===== src/rtl/noc_control_module_pkt_mux.sv =====
// Packet-atomic round-robin merge of NUM_IN debug flit sources into one stream,
// buffered through a 2-entry FIFO whose head drives the output directly.
package dii_package;
    typedef struct packed {
        logic        valid;
        logic        last;
        logic [15:0] data;
    } dii_flit;
endpackage

module noc_control_module_pkt_mux
    import dii_package::*;
#(
    parameter int unsigned NUM_IN = 2
) (
    input  logic                 clk,
    input  logic                 rst_debug,
    input  logic                 stall,
    input  dii_flit [NUM_IN-1:0] in_flit,
    output logic [NUM_IN-1:0]    in_ready,
    output dii_flit              out_flit,
    input  logic                 out_ready,
    output logic [15:0]          pkt_count,
    output logic                 busy
);
    localparam int unsigned GW = (NUM_IN > 1) ? $clog2(NUM_IN) : 1;
    localparam logic [GW-1:0] LAST_IDX = GW'(NUM_IN - 1);

    typedef enum logic {IDLE, LOCKED} state_t;

    state_t        state_q, state_d;
    logic [GW-1:0] grant_q, grant_d;
    logic [GW-1:0] rr_q, rr_d;
    logic [GW-1:0] req_idx;
    logic          req_found;
    logic [31:0]   scan_idx;
    logic [GW-1:0] scan_sel;

    dii_flit       fifo_q [2];
    logic          rd_q, wr_q;
    logic [1:0]    cnt_q;
    logic [15:0]   pkt_cnt_q;

    dii_flit       cur;
    logic          fifo_full;
    logic          push, pop;

    assign cur       = in_flit[grant_q];
    assign fifo_full = (cnt_q == 2'd2);
    // Accept depends only on registered state, never on out_ready
    assign push      = (state_q == LOCKED) && cur.valid && !fifo_full;
    assign pop       = (cnt_q != 2'd0) && out_ready;

    always_comb begin
        req_found = 1'b0;
        req_idx   = rr_q;
        scan_idx  = '0;
        scan_sel  = '0;
        for (int unsigned i = 0; i < NUM_IN; i++) begin
            scan_idx = (32'(rr_q) + i) % NUM_IN;
            scan_sel = GW'(scan_idx);
            if (!req_found && in_flit[scan_sel].valid) begin
                req_found = 1'b1;
                req_idx   = scan_sel;
            end
        end
    end

    always_comb begin
        state_d  = state_q;
        grant_d  = grant_q;
        rr_d     = rr_q;
        in_ready = '0;
        case (state_q)
            IDLE: begin
                if (!stall && req_found) begin
                    grant_d = req_idx;
                    state_d = LOCKED;
                end
            end
            LOCKED: begin
                in_ready[grant_q] = !fifo_full;
                if (push && cur.last) begin
                    state_d = IDLE;
                    rr_d    = (grant_q == LAST_IDX) ? '0 : grant_q + 1'b1;
                end
            end
            default: state_d = IDLE;
        endcase
    end

    always_ff @(posedge clk or posedge rst_debug) begin
        if (rst_debug) begin
            state_q <= IDLE;
            grant_q <= '0;
            rr_q    <= '0;
        end else begin
            state_q <= state_d;
            grant_q <= grant_d;
            rr_q    <= rr_d;
        end
    end

    always_ff @(posedge clk or posedge rst_debug) begin
        if (rst_debug) begin
            for (int unsigned i = 0; i < 2; i++) fifo_q[i] <= '0;
            rd_q      <= 1'b0;
            wr_q      <= 1'b0;
            cnt_q     <= '0;
            pkt_cnt_q <= '0;
        end else begin
            if (push) begin
                fifo_q[wr_q] <= cur;
                wr_q         <= ~wr_q;
            end
            if (pop) begin
                rd_q <= ~rd_q;
                if (fifo_q[rd_q].last) pkt_cnt_q <= pkt_cnt_q + 16'd1;
            end
            case ({push, pop})
                2'b10:   cnt_q <= cnt_q + 2'd1;
                2'b01:   cnt_q <= cnt_q - 2'd1;
                default: cnt_q <= cnt_q;
            endcase
        end
    end

    always_comb begin
        out_flit = '0;
        if (cnt_q != 2'd0) begin
            out_flit       = fifo_q[rd_q];
            out_flit.valid = 1'b1;
        end
    end

    assign pkt_count = pkt_cnt_q;
    assign busy      = (state_q == LOCKED) || (cnt_q != 2'd0);

endmodule


===== config.mk =====
export PLATFORM = sky130hd
export DESIGN_NAME = noc_control_module_pkt_mux
export DESIGN_NICKNAME = d
export VERILOG_FILES = /design/src/rtl/noc_control_module_pkt_mux.sv
export SDC_FILE = /design/constraint.sdc
export NUM_CORES = 1
export LEC_CHECK = 0
export ABC_AREA = 1
export CAP_MARGIN = 20
export CORE_MARGIN = 3
export CORE_UTILIZATION = 63
export DETAILED_ROUTE_END_ITERATION = 6
export DONT_BUFFER_PORTS = 1
export GPL_ROUTABILITY_DRIVEN = 0
export PLACE_DENSITY = 0.9
export SETUP_SLACK_MARGIN = 0.5
export SYNTH_ARGS = -nofsm -noshare
export SYNTH_HDL_FRONTEND = slang
export SYNTH_SLANG_ARGS = --single-unit

===== constraint.sdc =====
create_clock -name clk -period 2 [get_ports clk]
set_input_delay 0.1 -clock clk [delete_from_list [all_inputs] [get_ports clk]]
set_output_delay 0.1 -clock clk [all_outputs]
set_load 0.005 [all_outputs]

After elaboration in Yosys (flattened, before gate mapping)
Index checks and enable logic that the tools add are counted.
- register bits: 59
- input bits: 40
- output and inout port bits: 37
- logic and storage cells: 75
- add/sub/neg operators: 5
- order comparisons: 7
- equality and inequality tests: 3
- mux-type cells: 24
- bitwise operators: 6
- reduce and logical (&&, ||, !) cells: 17
- operators with widths (kind ; count):
    two-way mux 18 bit ; 8
    two-way mux 17 bit ; 3
    bitwise mux 36 bit ; 1
    demux 18 bit (select 1 bit) ; 1
    adder 16 x 1 -> 16 bit (second input constant) ; 1
    logical AND 1 bit ; 8
    two-way mux 1 bit ; 7
    < comparator 1 x 2 -> 1 bit (second input constant) ; 3
    AND reduction 2 bit ; 3
    == test 2 bit (second input constant) ; 2
    greater-or-equal comparator 2 bit (second input constant) ; 2
    NOT 1 -> 2 bit ; 2
    one-hot mux 2 bit (2 select lines) ; 1
    nonzero test 2 bit ; 2
    zero test 1 bit ; 3
    NOT 1 bit ; 3
    adder 1 bit (second input constant) ; 2
    adder 2 x 1 -> 2 bit (second input constant) ; 1
    bitwise AND 2 bit ; 1
    == test 2 x 1 -> 1 bit (second input constant) ; 1
    < comparator 2 x 1 -> 1 bit (second input constant) ; 1
    two-way mux 2 bit ; 1
    one-hot mux 1 bit (2 select lines) ; 1
    subtractor 2 x 1 -> 2 bit (second input constant) ; 1
    other kinds (3) ; 3

Logic depth before layout (Yosys ltp)
- depth after elaboration: 9
- depth in mapped cells: 9
- gate-level depth less buffers: 8

Least setup slack after synthesis
No wires, ideal clock.
- path kind: register -> register
- from: reg cnt_q[0]
- to: reg cnt_q[1]
- setup time: 0.126 ns
- data arrival time: 1.369 ns
- data required time: 1.874 ns
- setup slack: 0.505 ns
- stages on the path, launching flop included: 8
- buffers on the path: 0
- clock period less this slack: 1.495 ns
- path through: dfrtp_1 inv_2 a21oi_4 nand2_4 ha_1 a21oi_1 o21ai_0 xnor2_1
- word-level cells in the longest chain between the ends: 5
- elaborated cells between the ends (all ways): 11
- those cells by class: add/sub (2); eq/ne (3); mux (1); reduce/logical (5)
- RTL lines (what ; line ; text):
    start: declaration ; 41 ; logic [1:0] cnt_q;
    start signal: assignment ; 121 ; 2'b10: cnt_q <= cnt_q + 2'd1;
    start signal: assignment ; 122 ; 2'b01: cnt_q <= cnt_q - 2'd1;
    start signal: assignment ; 123 ; default: cnt_q <= cnt_q;
    == test 2 bit ; 49 ; assign fifo_full = (cnt_q == 2'd2);
    zero test 1 bit ; 51 ; assign push = (state_q == LOCKED) && cur.valid && !fifo_full;
    logical AND 1 bit ; 51 ;
    == test 2 x 1 -> 1 bit / == test 2 bit (equally long branches) ; 120 ; case ({push, pop})
    one-hot mux 2 bit (2 select lines) / nonzero test 2 bit (equally long branches) ; n/a ;
Parallel ways exist; a longest one is shown, timed or not.
A chain may end at the register's enable or synchronous reset.

==> impl_results.md <==
- Drt total wl: 8.63 mm
- Post-route insts no fill: 510
- Run status: completed
- Fillcell total: 270
- Die Y-Extent: 75.5 um
- Std-Cell Rows: 24
- Synthesized net count: 451
- Num CTS Buffers: 9
- Ranking of synthesized cells by area: dfrtp_1 47%, nand2_1 23%, o21ai_0 5.9%
- Ports: 77
- Area leader, netlist: dfrtp_1
- Register area: 0.00143 sq mm
- Initial antenna violation count: 0
- Max-slew violation count: 0
- Final WS setup: 0.351 ns
- Yosys top cell area share: 0.469
- Number of diodes: 0
- Pwr Density: 1550 mW/mm^2
- Leak: 1.86 nW
- Number of global-route vias before repair: roughly 2600
- Flop pwr share: 0.328
- Port bufs: 0
- Syn Inst Count: approximately 410
- Gr ovfl total: 0
- Drt wl/cell: 16.9 um
- Root Buffer: clkbuf_8
- Antenna-violating nets left: 0
- DP Area: 0.00307 sq mm
- Via Count: 2956
- Ys Warns: 0
- Initial core utilization: 0.676
- Layout area overhead: 23.0%
- Die Area: around 0.0057 sq mm
- CORE AREA: 0.00450 sq mm
- Register area share after synthesis: 0.469
- Clock power share: 0.184
- Max VDD drop: 0.00147 V
- Final setup violation count: 0
- Synth cell types: 26
- Worst EP arrival: 1.55 ns
- H-tree lvl count: 3
- Placed instance count: 454
- Switching pwr: 2.55 mW
- Estimated wirelength of the detail-placed design: 4.39 mm
- CTS max path bufs: 2
- TritonRoute pass-1 iters: 5
- Hold Path Class: primary input to register
- Mapped Avg Cell Area: around 7.4 sq um
- Worst setup SP type: register
- Fin nets: approximately 500
- Crit Path Class: register to primary output
- Drt drc: 0
- Clock sink count: 57
- Largest net degree at the start of global routing: 58
- First-pass GRT wire length: about 12 mm
- Setup TNS: 0 ns
- Via density per instance: about 5.8
- Switching part of the total: 0.438
- Period utilization: 0.824
- Multi-input gate area: 0.00146 sq mm
- Yosys reg bits: 57
- Total GRT Usage: 0.285
- CP max FO: 7
- Max-slew headroom: 0.772
- Worst Max-Slew Pin Slew: between 0.3 and 0.4 ns
- CTS tree: built
- Die X-Extent: 75.5 um
- Max_cap viols: 0
- Clk slew on worst S/H paths: around 0.070 ns
- Share of post-route cells with drive strength above 1: 0.168
- Post-route cell area: 0.00374 sq mm
- Pre-CTS setup slack: 0.358 ns
- Max frequency: 607 MHz
- Clk Latency, worst-skew pair: 0.34 ns
- Worst setup EP type: primary output
- Mapped Area: 0.00304 sq mm
- Tot Pwr: ~5.8 mW
- Minimum clock period: between 1.5 and 2 ns
- Iter 0 DRT Violations: 306
- Req. time, crit path: 1.90 ns
- Internal power: 3.27 mW
- Clock skew: 0.0142 ns
- Combinational share of power: 0.488
- RSZ-0062 raised after global routing: true
- Final hold viol count: 0
-- critical path, cell delays in order (launching register included) --
cell        delay, ns
dfrtp_2          0.45
nor2_4           0.15
buf_4            0.16
clkinvlp_4       0.20
o21ai_1          0.17
a21oi_1          0.09
-- cell families (layout without fill, tap and decap cells) --
kind of cell / after synthesis / count (layout) / share of synthesized area
compound gates: 65 / 65 / 0.123
xor+xnor: 7 / 7 / 0.0201
fa+ha+maj: 2 / 2 / 0.00822
buf+inv: 58 / 105 / 0.0855
flops: 57 / 57 / 0.469
simple gates: 220 / 222 / 0.295
-- cells in the final DEF, fill, tap and decap left out, types with 2 or more instances in the layout --
cell,count
inv_2,2
nand3b_1,2
buf_4,17
dlygate4sd3_1,18
a21oi_4,2
dfrtp_1,52
nand3_1,9
clkinv_2,2
o21ai_2,10
o21ai_0,31
buf_6,4
nand2_4,2
nand2_1,184
buf_12,3
xor2_1,4
clkbuf_1,3
clkinvlp_4,2
nor2_2,2
inv_1,40
xnor2_1,3
nor2_1,13
a21oi_2,2
clkbuf_8,10
dfrtp_2,5
a21oi_1,15
o21ai_1,3
nor2_4,6
-- synth_stat cells --
master and instances:
a21oi_4 1, nand2_2 1, ha_1 2, buf_1 1, o21ai_2 9, inv_1 42
buf_6 5, nand2_1 185, xnor2_1 3, nand2_4 1, nand3_2 1, o211ai_1 1
nand3b_1 2, clkinv_1 1, nor2_2 2, xor2_1 4, dfrtp_1 57, o21ai_0 36
a21oi_1 18, inv_2 2, nor2_1 14, buf_2 4, nand3_1 9, clkbuf_1 3
nor3_1 1, nor2_4 4
-- stage by stage --
| stage | hold slack (ns) | util |
|---|---|---|
| final | 0.0104 | 0.831 |
| after global placement | 0.0648 | 0.683 |
| after floorplan | 0.252 | - |
| after CTS | 0.00419 | 0.793 |
| after detailed placement | 0.0669 | 0.683 |
| after global routing | 0.0207 | 0.831 |
-- repair_timing --
action | CTS | global route
endpoints found under the setup margin | 18 | 56
pin swaps | 4 | 5
gates cloned | 2 | 2
setup buffers | 8 | 10
hold buffers | 18 | 0
endpoints found under the hold margin | 68 | 0
resized for setup | 10 | 22
-- final timing paths --
check,startpoint,endpoint,slack [ns],depth (start not counted)
setup / recovery,cnt_q[0],out_flit[6],0.35,5
min in group asynchronous,rst_debug,pkt_count[15],0.28,3
hold reg to reg,fifo_q[25],fifo_q[25],0.47,2
max in group asynchronous,rst_debug,pkt_count[2],1.45,3
setup reg to reg,grant_q,rr_q,0.46,8
hold / removal,in_flit[20],fifo_q[20],0.01,4
-- power groups by stage --
stage	Sequential [mW]	Clock (mW)	Combinational (mW)
2_1_floorplan	1.82	0	1.68
3_3_place_gp	1.87	0	1.97
3_5_place_dp	1.88	0	2.04
4_1_cts	1.87	1.05	2.33
5_1_grt	1.96	1.14	3.08
6_report	1.91	1.07	2.84
-- sequential cells by signal, indices dropped and copies added (netlist names) --
register and count:
rd_q 1, cnt_q 2, wr_q 1, grant_q 1, rr_q 1, fifo_q 34, pkt_count 16, state_q 1
-- metal layers --
layer / wire [um] / vias to the layer above / part of all wire / track usage
met2: 4400 / 219 / 0.51 / 0.473
met5: 0 / - / 0 / 0
met3: 911 / 29 / 0.11 / 0.0923
met1: 3070 / 1349 / 0.36 / 0.344
met4: 246 / 0 / 0.029 / 0.115
li1: - / 1359 / - / -
-- final cells by class --
type / count / share of cell area
flip-flops and latches: 57 / 0.383
inverters: 45 / 0.0468
clock buffers: 13 / 0.0398
repair inverters: 2 / 0.00334
multi-input cells: 296 / 0.389
repair buffers: 42 / 0.110
well taps: 52 / 0.0174
clock inverters: 3 / 0.0107
Power figures use the tool's default switching activity.
